<file path="src/rtl/aer_feature_pool_pkg.sv">
// Shared widths, burst geometry and state encodings for the AER feature pooling stage.
package aer_feature_pool_pkg;

  localparam int unsigned N_FEAT    = 10;
  localparam int unsigned FEAT_W    = 7;
  localparam int unsigned ADDR_W    = 4;
  localparam int unsigned SLOT      = 4;
  localparam int unsigned GAP_LEN   = 2;
  localparam int unsigned DATA_LEN  = N_FEAT * SLOT;
  localparam int unsigned BURST_LEN = DATA_LEN + 2;
  localparam int unsigned BIDX_W    = $clog2(BURST_LEN);
  localparam int unsigned GAP_W     = (GAP_LEN > 1) ? $clog2(GAP_LEN) : 1;

  localparam logic [FEAT_W-1:0] CNT_MAX = '1;

  typedef enum logic [1:0] {
    ST_COUNT  = 2'd0,
    ST_STREAM = 2'd1,
    ST_GAP    = 2'd2
  } state_e;

endpackage

</file>
<file path="src/rtl/aer_feature_counter_bank.sv">
// Bank of saturating per-feature-map spike counters with synchronous clear and indexed read.
module aer_feature_counter_bank
  import aer_feature_pool_pkg::*;
(
  input  logic              work_clk,
  input  logic              rst_n,
  input  logic              clr,
  input  logic              inc_en,
  input  logic [ADDR_W-1:0] inc_addr,
  input  logic [ADDR_W-1:0] rd_idx,
  output logic [FEAT_W-1:0] rd_data_c
);

  logic [FEAT_W-1:0] cnt_q [N_FEAT];

  always_ff @(posedge work_clk or negedge rst_n) begin
    if (!rst_n) begin
      for (int i = 0; i < int'(N_FEAT); i++) cnt_q[i] <= '0;
    end else if (clr) begin
      for (int i = 0; i < int'(N_FEAT); i++) cnt_q[i] <= '0;
    end else begin
      for (int i = 0; i < int'(N_FEAT); i++) begin
        if (inc_en && inc_addr == ADDR_W'(i) && cnt_q[i] != CNT_MAX)
          cnt_q[i] <= cnt_q[i] + FEAT_W'(1);
      end
    end
  end

  // Read returns the post-update value so an event landing with frame_end reaches element 0.
  always_comb begin
    rd_data_c = '0;
    for (int i = 0; i < int'(N_FEAT); i++) begin
      if (rd_idx == ADDR_W'(i)) begin
        rd_data_c = cnt_q[i];
        if (inc_en && !clr && inc_addr == ADDR_W'(i) && cnt_q[i] != CNT_MAX)
          rd_data_c = cnt_q[i] + FEAT_W'(1);
      end
    end
  end

endmodule

</file>
<file path="src/rtl/aer_feature_pool.sv">
// Counts AER spikes per feature map over a frame, then streams the counts as a
// flagged 4-cycle-per-element burst for the SVM classifier.
module aer_feature_pool
  import aer_feature_pool_pkg::*;
(
  input  logic              work_clk,
  input  logic              rst_n,
  input  logic              aer_valid_i,
  input  logic [ADDR_W-1:0] aer_addr_i,
  output logic              aer_ready_o,
  input  logic              frame_end_i,
  output logic [FEAT_W-1:0] feature_vector_o,
  output logic              feature_vector_o_f,
  output logic              addr_err_o,
  output logic              frame_miss_o
);

  state_e            state_q, state_d;
  logic [BIDX_W-1:0] b_q, b_d;
  logic [GAP_W-1:0]  g_q, g_d;

  logic              accept_c;
  logic              addr_ok_c;
  logic              inc_en_c;
  logic              clr_c;
  logic [ADDR_W-1:0] rd_idx_c;
  logic [FEAT_W-1:0] rd_data_c;

  logic              ready_d;
  logic              flag_d;
  logic [FEAT_W-1:0] vec_d;
  logic              err_d;
  logic              miss_d;

  assign accept_c  = aer_valid_i && (state_q == ST_COUNT);
  assign addr_ok_c = aer_addr_i < ADDR_W'(N_FEAT);
  assign inc_en_c  = accept_c && addr_ok_c;
  assign clr_c     = (state_q == ST_GAP) && (g_q == GAP_W'(GAP_LEN - 1));
  assign rd_idx_c  = ADDR_W'(b_d / BIDX_W'(SLOT));

  aer_feature_counter_bank u_bank (
    .work_clk  (work_clk),
    .rst_n     (rst_n),
    .clr       (clr_c),
    .inc_en    (inc_en_c),
    .inc_addr  (aer_addr_i),
    .rd_idx    (rd_idx_c),
    .rd_data_c (rd_data_c)
  );

  always_ff @(posedge work_clk or negedge rst_n) begin
    if (!rst_n) begin
      state_q <= ST_COUNT;
      b_q     <= '0;
      g_q     <= '0;
    end else begin
      state_q <= state_d;
      b_q     <= b_d;
      g_q     <= g_d;
    end
  end

  always_comb begin
    state_d = state_q;
    b_d     = b_q;
    g_d     = g_q;
    case (state_q)
      ST_COUNT: begin
        if (frame_end_i) begin
          state_d = ST_STREAM;
          b_d     = '0;
        end
      end
      ST_STREAM: begin
        if (b_q == BIDX_W'(BURST_LEN - 1)) begin
          state_d = ST_GAP;
          g_d     = '0;
        end else begin
          b_d = b_q + BIDX_W'(1);
        end
      end
      ST_GAP: begin
        if (g_q == GAP_W'(GAP_LEN - 1)) state_d = ST_COUNT;
        else                            g_d     = g_q + GAP_W'(1);
      end
      default: state_d = ST_COUNT;
    endcase
  end

  // Output values are computed for the upcoming state so every port is a flop.
  always_comb begin
    ready_d = (state_d == ST_COUNT);
    flag_d  = (state_d == ST_STREAM);
    vec_d   = '0;
    if (state_d == ST_STREAM && b_d < BIDX_W'(DATA_LEN)) vec_d = rd_data_c;
    err_d   = addr_err_o   || (accept_c && !addr_ok_c);
    miss_d  = frame_miss_o || (frame_end_i && state_q != ST_COUNT);
  end

  always_ff @(posedge work_clk or negedge rst_n) begin
    if (!rst_n) begin
      aer_ready_o        <= 1'b1;
      feature_vector_o   <= '0;
      feature_vector_o_f <= 1'b0;
      addr_err_o         <= 1'b0;
      frame_miss_o       <= 1'b0;
    end else begin
      aer_ready_o        <= ready_d;
      feature_vector_o   <= vec_d;
      feature_vector_o_f <= flag_d;
      addr_err_o         <= err_d;
      frame_miss_o       <= miss_d;
    end
  end

endmodule
</file>
<file path="config.mk">
export PLATFORM = sky130hd
export DESIGN_NAME = aer_feature_pool
export DESIGN_NICKNAME = d
export VERILOG_FILES = /design/src/rtl/aer_feature_pool_pkg.sv /design/src/rtl/aer_feature_counter_bank.sv /design/src/rtl/aer_feature_pool.sv
export SDC_FILE = /design/constraint.sdc
export NUM_CORES = 1
export LEC_CHECK = 0
export BUFFER_PORTS_ARGS = -buffer_cell sky130_fd_sc_hd__buf_2
export CAP_MARGIN = 30
export CORE_MARGIN = 2
export CORE_UTILIZATION = 60
export DETAILED_ROUTE_END_ITERATION = 10
export PLACE_DENSITY = 0.82
export SLEW_MARGIN = 20
export SYNTH_ARGS = -nofsm -noshare
export SYNTH_HDL_FRONTEND = slang
export SYNTH_HIERARCHICAL = 1
export SYNTH_SLANG_ARGS = --single-unit
</file>
<file path="constraint.sdc">
create_clock -name work_clk -period 3.5 [get_ports work_clk]
set_input_delay 0.175 -clock work_clk [delete_from_list [all_inputs] [get_ports work_clk]]
set_output_delay 0.175 -clock work_clk [all_outputs]
set_load 0.01 [all_outputs]
</file>
==> impl_metrics.env, run 1 <==
export IMPL_synth_cell_types=74
export IMPL_synth_seq_area_share=0.371
export IMPL_synth_area_mm2=0.00607
export IMPL_crit_chain="nor2_1, and3_1, or4b_1, a211o_1, xnor2_1, o21ai_0, a311oi_1, nor4_1, o32ai_1, a21boi_1"
export IMPL_met1_length_mm=6.31
export IMPL_area_growth_pct=8.53
export IMPL_syn_num_nets=719
export IMPL_via_per_inst=6.30
export IMPL_fin_nets=739
export IMPL_clk_path_buf_depth=2
export IMPL_fin_hold_ws_ps=39.9
export IMPL_maxCapViolCount=0
export IMPL_finalPower_mw=3.65
export IMPL_cts_sinks=90
export IMPL_ys_warn_count=6
export IMPL_dieHeight_um=105
export IMPL_crit_type="reg2reg"
export IMPL_setup_ws_ps=141
export IMPL_rows=36
export IMPL_nFillCells=826
export IMPL_preCtsSetupSlack_ps=202
export IMPL_power_density_mw_per_mm2=554
export IMPL_rsz0062_at_grt="false"
export IMPL_grt_pass1_vias=5116
export IMPL_critical_path_max_stage_delay_ps=610
export IMPL_synthCells=699
export IMPL_placedInstanceArea_mm2=0.00635
export IMPL_drt_total_wl_mm=14.8
export IMPL_dieArea_mm2=0.0109
export IMPL_synthFlopType="dfrtp_1"
export IMPL_root_buffer="clkbuf_8"
export IMPL_async_flop_share=1.00
export IMPL_track_usage=0.279
export IMPL_grt_max_degree=72
export IMPL_worst_path_stages=10
export IMPL_port_buffers=18
export IMPL_wl_met2_mm=7.07
export IMPL_grt_pass1_wl_mm=24.7
export IMPL_path_max_fanout=12
export IMPL_ios=19
export IMPL_drt_wirelength_per_cell_um=17.2
export IMPL_drtPass1Iterations=5
export IMPL_numCtsBuffers=9
export IMPL_finClkSkew_ps=10.9
export IMPL_tightest_slew_ps=858
export IMPL_drive_above_1_share=0.104
export IMPL_overflow=0
export IMPL_crit_path_end_kind="register"
export IMPL_htree_levels=3
export IMPL_n_antenna_cell=0
export IMPL_ir_drop_v=0.000311
export IMPL_antenna_found_initial=0
export IMPL_clock_latency_ps=380
export IMPL_synth_edf_count=0
export IMPL_finalHoldViolCount=0
export IMPL_setup_violations=0
export IMPL_clkTransAtPathRegs_ps=90
export IMPL_period_share=0.960
export IMPL_design_area_mm2=0.00659
export IMPL_avgSynthCellArea_um2=8.69
export IMPL_drc=0
export IMPL_drtAntennaViolNets=0
export IMPL_dpl_hpwl_mm=11.0
export IMPL_reg2reg_depth=10
export IMPL_drtIter0Drc=531
export IMPL_fin_setup_tns_ps=0
export IMPL_crit_buf_inv=0
export IMPL_max_freq_mhz=298
export IMPL_critPathRequiredTime_ps=3800
export IMPL_synth_top_area_cell="dfrtp_1"
export IMPL_start_util=0.618
export IMPL_crit_arrival_ps=3660
export IMPL_hold_class="in2reg"
export IMPL_highest_layer="met4"
export IMPL_gp_congestion=0.955
export IMPL_route_met3_wl_mm=1.06
export IMPL_layout_min_cycle_time_ps=3360
export IMPL_hold_path_depth=3
export IMPL_worst_slew_margin_rel=0.425
export IMPL_synth_seq_cells=90
export IMPL_core_area_mm2=0.00982
export IMPL_vias=5395
export IMPL_drv_slew=0
export IMPL_cts_tree="yes"
export IMPL_critPathLaunchType="register"
export IMPL_crit_slowest_cell="or4b_1"
export IMPL_cp_top_family="compound AO/OA/AOI/OAI gates"
export IMPL_ys_top_cells_by_area="dfrtp_1, nor2_1, xor2_1"
export IMPL_p_leak_nw=2.82
export IMPL_die_w_um=105
export IMPL_synth_top_area_frac=0.367
export IMPL_status="complete, no violations"
-- Yosys cell counts, drive strengths merged, types with 7 or more instances --
cell    number
xor2        40
mux2i       14
o21ai       40
or3         10
and2         8
ha          12
nand2b      12
nor4         7
o221ai       7
a31oi        9
o211ai      10
nor3         8
nor2        95
nand4       14
clkbuf      14
nand3       30
nand3b       7
a21oi       30
nand2       64
and3        26
a21boi       7
inv         16
xnor2       36
buf          9
a211oi       8
o22ai       10
dfrtp       89
-- where the power goes --
part | total (mW) | switching, mW | internal (mW)
logic | 1.59 | 0.944 | 0.644
clock network | 0.747 | 0.376 | 0.371
registers | 1.32 | 0.144 | 1.17
-- placed cells by master (no fill, tap or decap), drive strengths merged, types with 4 or more instances in the layout --
cell type / count
nor4: 7
nor3: 8
or3: 10
nand4: 14
o22ai: 10
o21ai: 40
and3b: 6
clkbuf: 11
dfrtp: 89
xor2: 40
xnor2: 36
nor2b: 6
nand2: 64
and2: 8
inv: 16
or2: 4
and3: 26
o211ai: 10
a211oi: 8
buf: 31
a31oi: 9
nor2: 95
nand3b: 7
o31ai: 4
nand3: 30
o221ai: 7
a21oi: 30
nand2b: 12
a21boi: 7
ha: 12
mux2i: 14
a22o: 4
-- what timing repair did --
action	in CTS	in global routing
hold buffers	1	0
hold endpoints to repair	43	0
endpoints found under the setup margin	0	2
gates resized for setup	0	1
buffers inserted	0	2
-- tightest hold or removal path, cell delays in order --
cell      delay (ps)
buf_2            100
nand2_1           50
o21bai_1          60
-- state kept, by name, summed over array words and instances, names as in the netlist --
| register | count |
|---|---|
| feature_vector_o_f | 1 |
| b_q | 6 |
| state_q | 2 |
| u_bank/cnt_q | 70 |
| feature_vector_o | 7 |
| g_q | 1 |
| frame_miss_o | 1 |
| addr_err_o | 1 |
| aer_ready_o | 1 |
-- layer usage --
layer | global-route usage | up-vias
met5 | 0 | -
met1 | 0.374 | 2614
met3 | 0.0667 | 27
li1 | - | 2557
met2 | 0.444 | 197
met4 | 0.100 | 0
-- logic make-up (layout without fill, tap and decap cells) --
kind of cell	Yosys count	after routing	share of synthesized area
adder cells (fa/ha/maj)	12	12	0.0247
AND/OR/NAND/NOR	311	311	0.266
AO/OA/AOI/OAI	154	154	0.173
buffers and inverters	39	64	0.0272
flip-flops	90	90	0.371
multiplexers	17	17	0.0286
XOR/XNOR	76	76	0.110
-- final timing paths --
kind / slack, ps / from / to
min in group asynchronous: 340 / rst_n / u_bank/cnt_q[62]
max: 140 / state_q[1] / feature_vector_o[0]
max reg2reg: 140 / state_q[1] / feature_vector_o[0]
max in group asynchronous: 2520 / rst_n / u_bank/cnt_q[7]
min: 40 / aer_valid_i / addr_err_o
min reg2reg: 480 / frame_miss_o / frame_miss_o
-- cell type report --
cell class | instances | area, µm² | share of cell area
clock buffers | 11 | 151 | 0.0230
clock inverters | 5 | 62.6 | 0.00949
inverters | 16 | 60.1 | 0.00911
multi-input cells | 570 | 3660 | 0.556
flip-flops and latches | 90 | 2250 | 0.342
well taps | 133 | 166 | 0.0253
repair buffers | 32 | 233 | 0.0353
-- through the flow --
stage / util / std cells
final: 0.671 / 857
after global routing: 0.671 / 857
after CTS: 0.669 / 855
after detailed placement: 0.647 / 838
after global placement: 0.644 / 837
after floorplan: - / 699
(Power assumes the default switching activity.)
==> inputs of run 2 (changes only) <==
--- a/config.mk
+++ b/config.mk
@@ -11,6 +11,7 @@
 export CORE_UTILIZATION = 60
 export DETAILED_ROUTE_END_ITERATION = 10
 export PLACE_DENSITY = 0.82
+export RECOVER_POWER = 25
 export SLEW_MARGIN = 20
 export SYNTH_ARGS = -nofsm -noshare
 export SYNTH_HDL_FRONTEND = slang
==> run 2 against run 1 <==
The run now ends with max-capacitance violations, max-slew violations left. Clock skew barely moved. Final cell count did not move. Combinational power barely moved. Sequential power barely moved. Utilization barely moved. Register-to-register slack barely moved. Clock power barely moved. Largest cell class unchanged. First-iteration DRC count did not move.
==> impl_metrics.env, run 2 (synthesis gave the netlist of run 1 again) <==
export IMPL_drt_total_wl_mm=14.8
export IMPL_post_route_util=0.671
export IMPL_clkTransAtPathRegs_ps=90
export IMPL_die_w_um=105
export IMPL_setup_ws_ps=131
export IMPL_root_buffer="clkbuf_8"
export IMPL_drc=0
export IMPL_layout_common_cells="nor2_1, dfrtp_1, nand2_1, o21ai_0, xor2_1"
export IMPL_min_from="aer_valid_i"
export IMPL_layout_min_cycle_time_ps=3370
export IMPL_period_share=0.963
export IMPL_rsz0062_at_grt="false"
export IMPL_fin_cells=857
export IMPL_crit_path_end_kind="register"
export IMPL_start_util=0.618
export IMPL_area_growth_pct=8.47
export IMPL_dieHeight_um=105
export IMPL_crit_arrival_ps=3670
export IMPL_max_freq_mhz=297
export IMPL_crit_slowest_cell="or4b_1"
export IMPL_violations="max-capacitance violations, max-slew violations"
export IMPL_status="finished with violations"
export IMPL_fin_nets=739
export IMPL_placedInstanceArea_mm2=0.00635
export IMPL_port_buffers=18
export IMPL_cts_tree="yes"
export IMPL_dpl_hpwl_mm=11.0
export IMPL_via_per_inst=6.32
export IMPL_finClkSkew_ps=11.3
export IMPL_p_leak_nw=2.82
export IMPL_r2r_end="feature_vector_o[0]"
export IMPL_reg2reg_from="state_q[1]"
export IMPL_vias=5413
export IMPL_hold_path_depth=3
export IMPL_drv_slew=45
export IMPL_antenna_found_initial=0
export IMPL_final_common_cell="nor2_1"
export IMPL_finalPower_mw=3.65
export IMPL_crit_type="reg2reg"
export IMPL_rows=36
export IMPL_grt_pass1_vias=5116
export IMPL_drtIter0Drc=531
export IMPL_largest_reg_flops=70
export IMPL_cp_top_family="compound AO/OA/AOI/OAI gates"
export IMPL_hold_class="in2reg"
export IMPL_drtPass1Iterations=6
export IMPL_fin_setup_tns_ps=0
export IMPL_design_area_mm2=0.00659
export IMPL_ir_drop_v=0.000310
export IMPL_htree_levels=3
export IMPL_ios=19
export IMPL_power_density_mw_per_mm2=554
export IMPL_regMostFlops="u_bank/cnt_q"
export IMPL_n_antenna_cell=0
export IMPL_setup_violations=0
export IMPL_drtAntennaViolNets=0
export IMPL_path_max_fanout=12
export IMPL_track_usage=0.279
export IMPL_reg2reg_depth=10
export IMPL_nFillCells=826
export IMPL_clk_path_buf_depth=2
export IMPL_ff2ff_setup_slack_ps=130
export IMPL_grt_max_degree=72
export IMPL_gp_congestion=0.955
export IMPL_top_regs="u_bank/cnt_q (70), feature_vector_o (7), b_q (6)"
export IMPL_whs_endpoint="addr_err_o"
export IMPL_drive_above_1_share=0.102
export IMPL_critPathLaunchType="register"
export IMPL_dieArea_mm2=0.0109
export IMPL_critPathRequiredTime_ps=3800
export IMPL_drt_wirelength_per_cell_um=17.2
export IMPL_finalHoldViolCount=0
export IMPL_tightest_slew_ps=2580
export IMPL_preCtsSetupSlack_ps=202
export IMPL_placed_cells=838
export IMPL_grt_pass1_wl_mm=24.7
export IMPL_cts_sinks=90
export IMPL_clock_latency_ps=380
export IMPL_core_area_mm2=0.00982
export IMPL_critical_path_max_stage_delay_ps=610
export IMPL_overflow=0
export IMPL_numCtsBuffers=9
export IMPL_fin_hold_ws_ps=40.2
export IMPL_worst_slew_margin_rel=-0.717
export IMPL_maxCapViolCount=1
export IMPL_crit_buf_inv=0
export IMPL_crit_chain="nor2_1, and3_1, or4b_1, a211o_1, xnor2_1, o21ai_0, a311oi_1, nor4_1, o32ai_1, a21boi_1"
## run 2: changes by cell type in the layout (fill, tap and decap cells not counted), sizes merged
| cell | previous run | this run |
|---|---|---|
| buf | 31 | 30 |
| clkbuf | 11 | 12 |
## run 2: worst max path at each step
stage	from	endpoint	slack, ps	depth (start not counted)
6_report	state_q[1]	feature_vector_o[0]	130	10
3_5_place_dp	state_q[1]	feature_vector_o[0]	200	10
5_1_grt	state_q[1]	feature_vector_o[0]	9	10
2_1_floorplan	b_q[0]	feature_vector_o[6]	590	11
4_1_cts	state_q[1]	feature_vector_o[0]	170	10
3_3_place_gp	state_q[1]	feature_vector_o[0]	250	10
## run 2: what timing repair did
action	in CTS	in global routing
hold buffers	1	0
hold endpoints to repair	43	0
setup buffers	0	2
setup endpoints to repair	0	2
gates resized for setup	0	1
## run 2: metal layers
layer / vias up / global-route usage / wire [µm]
met4: 0 / 0.100 / 363
met3: 29 / 0.0667 / 1020
met5: - / 0 / 0
met2: 204 / 0.444 / 7040
met1: 2623 / 0.374 / 6340
li1: 2557 / - / -
## run 2: tightest hold or removal path: stages
cell and delay (ps):
buf_2 100, nand2_1 50, o21bai_1 60
## run 2: final cells by class
cell class / instances / area, µm² / share of cell area
timing repair buffer: 32 / 229 / 0.0348
clock buffer: 11 / 151 / 0.0230
clock inverter: 5 / 62.6 / 0.00950
inverter: 16 / 60.1 / 0.00912
tap: 133 / 166 / 0.0253
sequential: 90 / 2250 / 0.342
multi-input combinational: 570 / 3660 / 0.556
## run 2: report_power, final
part           internal [mW]  leakage [nW]  switching (mW)
Combinational          0.643          1.51           0.943
Clock                  0.371         0.102           0.376
Sequential              1.17          1.20           0.143
==> inputs of run 3 (changes only) <==
--- a/config.mk
+++ b/config.mk
@@ -5,6 +5,7 @@
 export SDC_FILE = /design/constraint.sdc
 export NUM_CORES = 1
 export LEC_CHECK = 0
+export ABC_AREA = 1
 export BUFFER_PORTS_ARGS = -buffer_cell sky130_fd_sc_hd__buf_2
 export CAP_MARGIN = 30
 export CORE_MARGIN = 2
@@ -12,6 +13,7 @@
 export DETAILED_ROUTE_END_ITERATION = 10
 export PLACE_DENSITY = 0.82
 export RECOVER_POWER = 25
+export REMOVE_ABC_BUFFERS = 1
 export SLEW_MARGIN = 20
 export SYNTH_ARGS = -nofsm -noshare
 export SYNTH_HDL_FRONTEND = slang
==> constraint.sdc (replaced) <==
create_clock -name work_clk -period 3.55 [get_ports work_clk]
set_input_delay 0.1775 -clock work_clk [delete_from_list [all_inputs] [get_ports work_clk]]
set_output_delay 0.1775 -clock work_clk [all_outputs]
set_load 0.01 [all_outputs]
==> run 3 against run 2 <==
The flow still finishes with violations (max-capacitance violations, max-slew violations). Sequential cell count did not move. Sequential power fell by 4%. Final area fell by 6.1%. Total power fell by 17%. Non-clock buffer count fell by 8. Critical path depth rose by 3. Clock power fell by 12%. Count of clock-buffer cells in the layout did not move. Largest cell class unchanged.
==> impl_metrics.env, run 3 <==
export IMPL_status="finished with violations"
export IMPL_layout_common_cells="nand2_1, inv_1, dfrtp_1, o21ai_0, nand3_1"
export IMPL_synthAdderAreaFrac=0.0261
export IMPL_yosys_area_share_xor_xnor=0.0244
export IMPL_grt_pass1_wl_mm=24.4
export IMPL_synthCells=826
export IMPL_root_buffer="clkbuf_8"
export IMPL_die_w_um=102
export IMPL_crit_slowest_cell="nor2_1"
export IMPL_rsz0062_at_grt="false"
export IMPL_cts_tree="yes"
export IMPL_fin_cells=988
export IMPL_clk_path_buf_depth=2
export IMPL_dieArea_mm2=0.0104
export IMPL_ios=19
export IMPL_period_share=0.796
export IMPL_clkPwrFrac=0.216
export IMPL_placed_cells=971
export IMPL_start_util=0.619
export IMPL_ys_warn_count=6
export IMPL_crit_chain="nor2_1, nand2_1, nor2_1, nand2_1, inv_1, nand3_1, nor2_1, nand3_1, o21ai_0, nand2_1, nand4_1, inv_1, nor2_2"
export IMPL_fin_hold_ws_ps=76.9
export IMPL_gp_congestion=0.956
export IMPL_rows=35
export IMPL_drc=0
export IMPL_synth_area_mm2=0.00575
export IMPL_synth_cell_types=38
export IMPL_drt_wirelength_per_cell_um=14.6
export IMPL_setup_ws_ps=723
export IMPL_synth_seq_area_share=0.392
export IMPL_area_growth_pct=7.60
export IMPL_htree_levels=3
export IMPL_preCtsSetupSlack_ps=743
export IMPL_ys_top_cells_by_area="dfrtp_1, nand2_1, o21ai_0"
export IMPL_synthMuxAreaShare=0
export IMPL_hold_path_depth=3
export IMPL_post_route_util=0.666
export IMPL_overflow=0
export IMPL_critical_path_max_stage_delay_ps=560
export IMPL_synth_top_area_frac=0.387
export IMPL_violations="max-capacitance violations, max-slew violations"
export IMPL_ir_drop_v=0.000489
export IMPL_fin_nets=874
export IMPL_p_leak_nw=2.95
export IMPL_port_buffers=18
export IMPL_pwr_share_comb=0.363
export IMPL_power_internal_mw=1.75
export IMPL_dpl_hpwl_mm=11.1
export IMPL_cts_repair_resized=0
export IMPL_drt_total_wl_mm=14.4
export IMPL_clock_latency_ps=360
export IMPL_fin_setup_tns_ps=0
export IMPL_final_common_cell="nand2_1"
export IMPL_design_area_mm2=0.00618
export IMPL_synth_top_area_cell="dfrtp_1"
export IMPL_avgSynthCellArea_um2=6.96
export IMPL_hold_class="in2reg"
export IMPL_ff_latch_area_mm2=0.00225
export IMPL_finalHoldViolCount=0
export IMPL_seqPwrFrac=0.421
export IMPL_multi_input_area_mm2=0.00303
export IMPL_layout_min_cycle_time_ps=2830
export IMPL_power_density_mw_per_mm2=489
export IMPL_finClkSkew_ps=8.42
export IMPL_nFillCells=815
export IMPL_drv_slew=68
export IMPL_numCtsBuffers=9
export IMPL_n_antenna_cell=0
export IMPL_maxCapViolCount=1
export IMPL_finalPower_mw=3.02
export IMPL_reg2reg_depth=13
export IMPL_yosysMostFrequentCell="nand2_1"
export IMPL_vias=5695
export IMPL_antenna_found_initial=0
export IMPL_setup_violations=0
export IMPL_track_usage=0.301
export IMPL_crit_path_end_kind="register"
export IMPL_largest_reg_flops=70
export IMPL_ff2ff_setup_slack_ps=720
export IMPL_tightest_slew_ps=1650
export IMPL_clkTransAtPathRegs_ps=90
export IMPL_worst_path_stages=13
export IMPL_switching_share=0.419
export IMPL_synth_seq_cells=90
export IMPL_critPathLaunchType="register"
export IMPL_synthTopCellsByCount="nand2_1, inv_1, dfrtp_1, o21ai_0, nand3_1"
export IMPL_async_flop_share=1.00
export IMPL_crit_type="reg2reg"
export IMPL_regMostFlops="u_bank/cnt_q"
export IMPL_placedInstanceArea_mm2=0.00600
export IMPL_synth_compound_area_frac=0.132
export IMPL_grt_pass1_vias=5307
export IMPL_crit_arrival_ps=3120
export IMPL_cts_sinks=90
export IMPL_drtAntennaViolNets=0
export IMPL_drtIter0Drc=384
export IMPL_top_regs="u_bank/cnt_q (70), feature_vector_o (7), b_q (6)"
export IMPL_drtPass1Iterations=5
export IMPL_synthSimpleGateAreaFrac=0.344
export IMPL_core_area_mm2=0.00928
export IMPL_synth_edf_count=0
export IMPL_crit_buf_inv=2
export IMPL_synthFlopType="dfrtp_1"
export IMPL_grt_max_degree=68
export IMPL_critPathRequiredTime_ps=3850
export IMPL_synth_top_family_by_area="simple AND/OR/NAND/NOR gates"
export IMPL_via_per_inst=5.76
export IMPL_max_freq_mhz=354
export IMPL_dieHeight_um=102
export IMPL_cp_top_family="simple AND/OR/NAND/NOR gates"
export IMPL_worst_slew_margin_rel=-0.102
export IMPL_power_switching_mw=1.27
export IMPL_path_max_fanout=13
export IMPL_drive_above_1_share=0.0908
==> run 3: changes by cell type in the layout (fill, tap and decap cells not counted), moves of 13 or more <==
cell	change
nor2_2	+13
nand3_1	+43
mux2i_1	-14
inv_1	+86
nor2_1	-27
xnor2_1	-34
and3_1	-26
xor2_1	-26
o21ai_0	+42
nand2_1	+179
==> run 3: final timing paths <==
path | startpoint | end
max in group asynchronous | rst_n | u_bank/cnt_q[63]
worst max register to register | state_q[0] | feature_vector_o[2]
min in group asynchronous | rst_n | u_bank/cnt_q[61]
worst min-delay path | frame_end_i | frame_miss_o
worst max-delay path | state_q[0] | feature_vector_o[2]
worst min register to register | frame_miss_o | frame_miss_o
==> run 3: cell families after synthesis <==
logic type / Yosys count
xor+xnor: 16
buf+inv: 123
flops: 90
simple gates: 446
compound gates: 139
fa+ha+maj: 12
==> run 3: what timing repair did <==
item	in CTS	in global routing
hold buffers	1	0
endpoints found under the hold margin	65	0
setup buffers	0	0
==> run 3: worst min-delay path: cells and delay by family <==
kind | cells | cell delay [ps]
compound gates | 1 | 70
buf+inv | 2 | 150
==> run 3: layer usage <==
metal	wire length, µm	GRT usage	vias to the layer above
met5	0	0	-
met4	540	0.134	0
met3	880	0.0547	55
met2	6960	0.502	213
met1	6060	0.385	2686
li1	-	-	2741
==> run 3: layout make-up <==
cell class / count / area share
clock inverters: 5 / 0.00647
repair buffers: 24 / 0.0202
clock buffers: 11 / 0.0229
flip-flops and latches: 90 / 0.364
well taps: 129 / 0.0261
inverters: 116 / 0.0704
multi-input cells: 613 / 0.490
==> run 3: power groups by stage <==
stage / Combinational (mW) / Sequential [mW] / Clock (mW)
2_1_floorplan: 0.775 / 1.27 / 0
3_3_place_gp: 1.04 / 1.28 / 0
3_5_place_dp: 1.08 / 1.29 / 0
4_1_cts: 1.09 / 1.27 / 0.663
5_1_grt: 1.24 / 1.29 / 0.714
6_report: 1.10 / 1.27 / 0.654
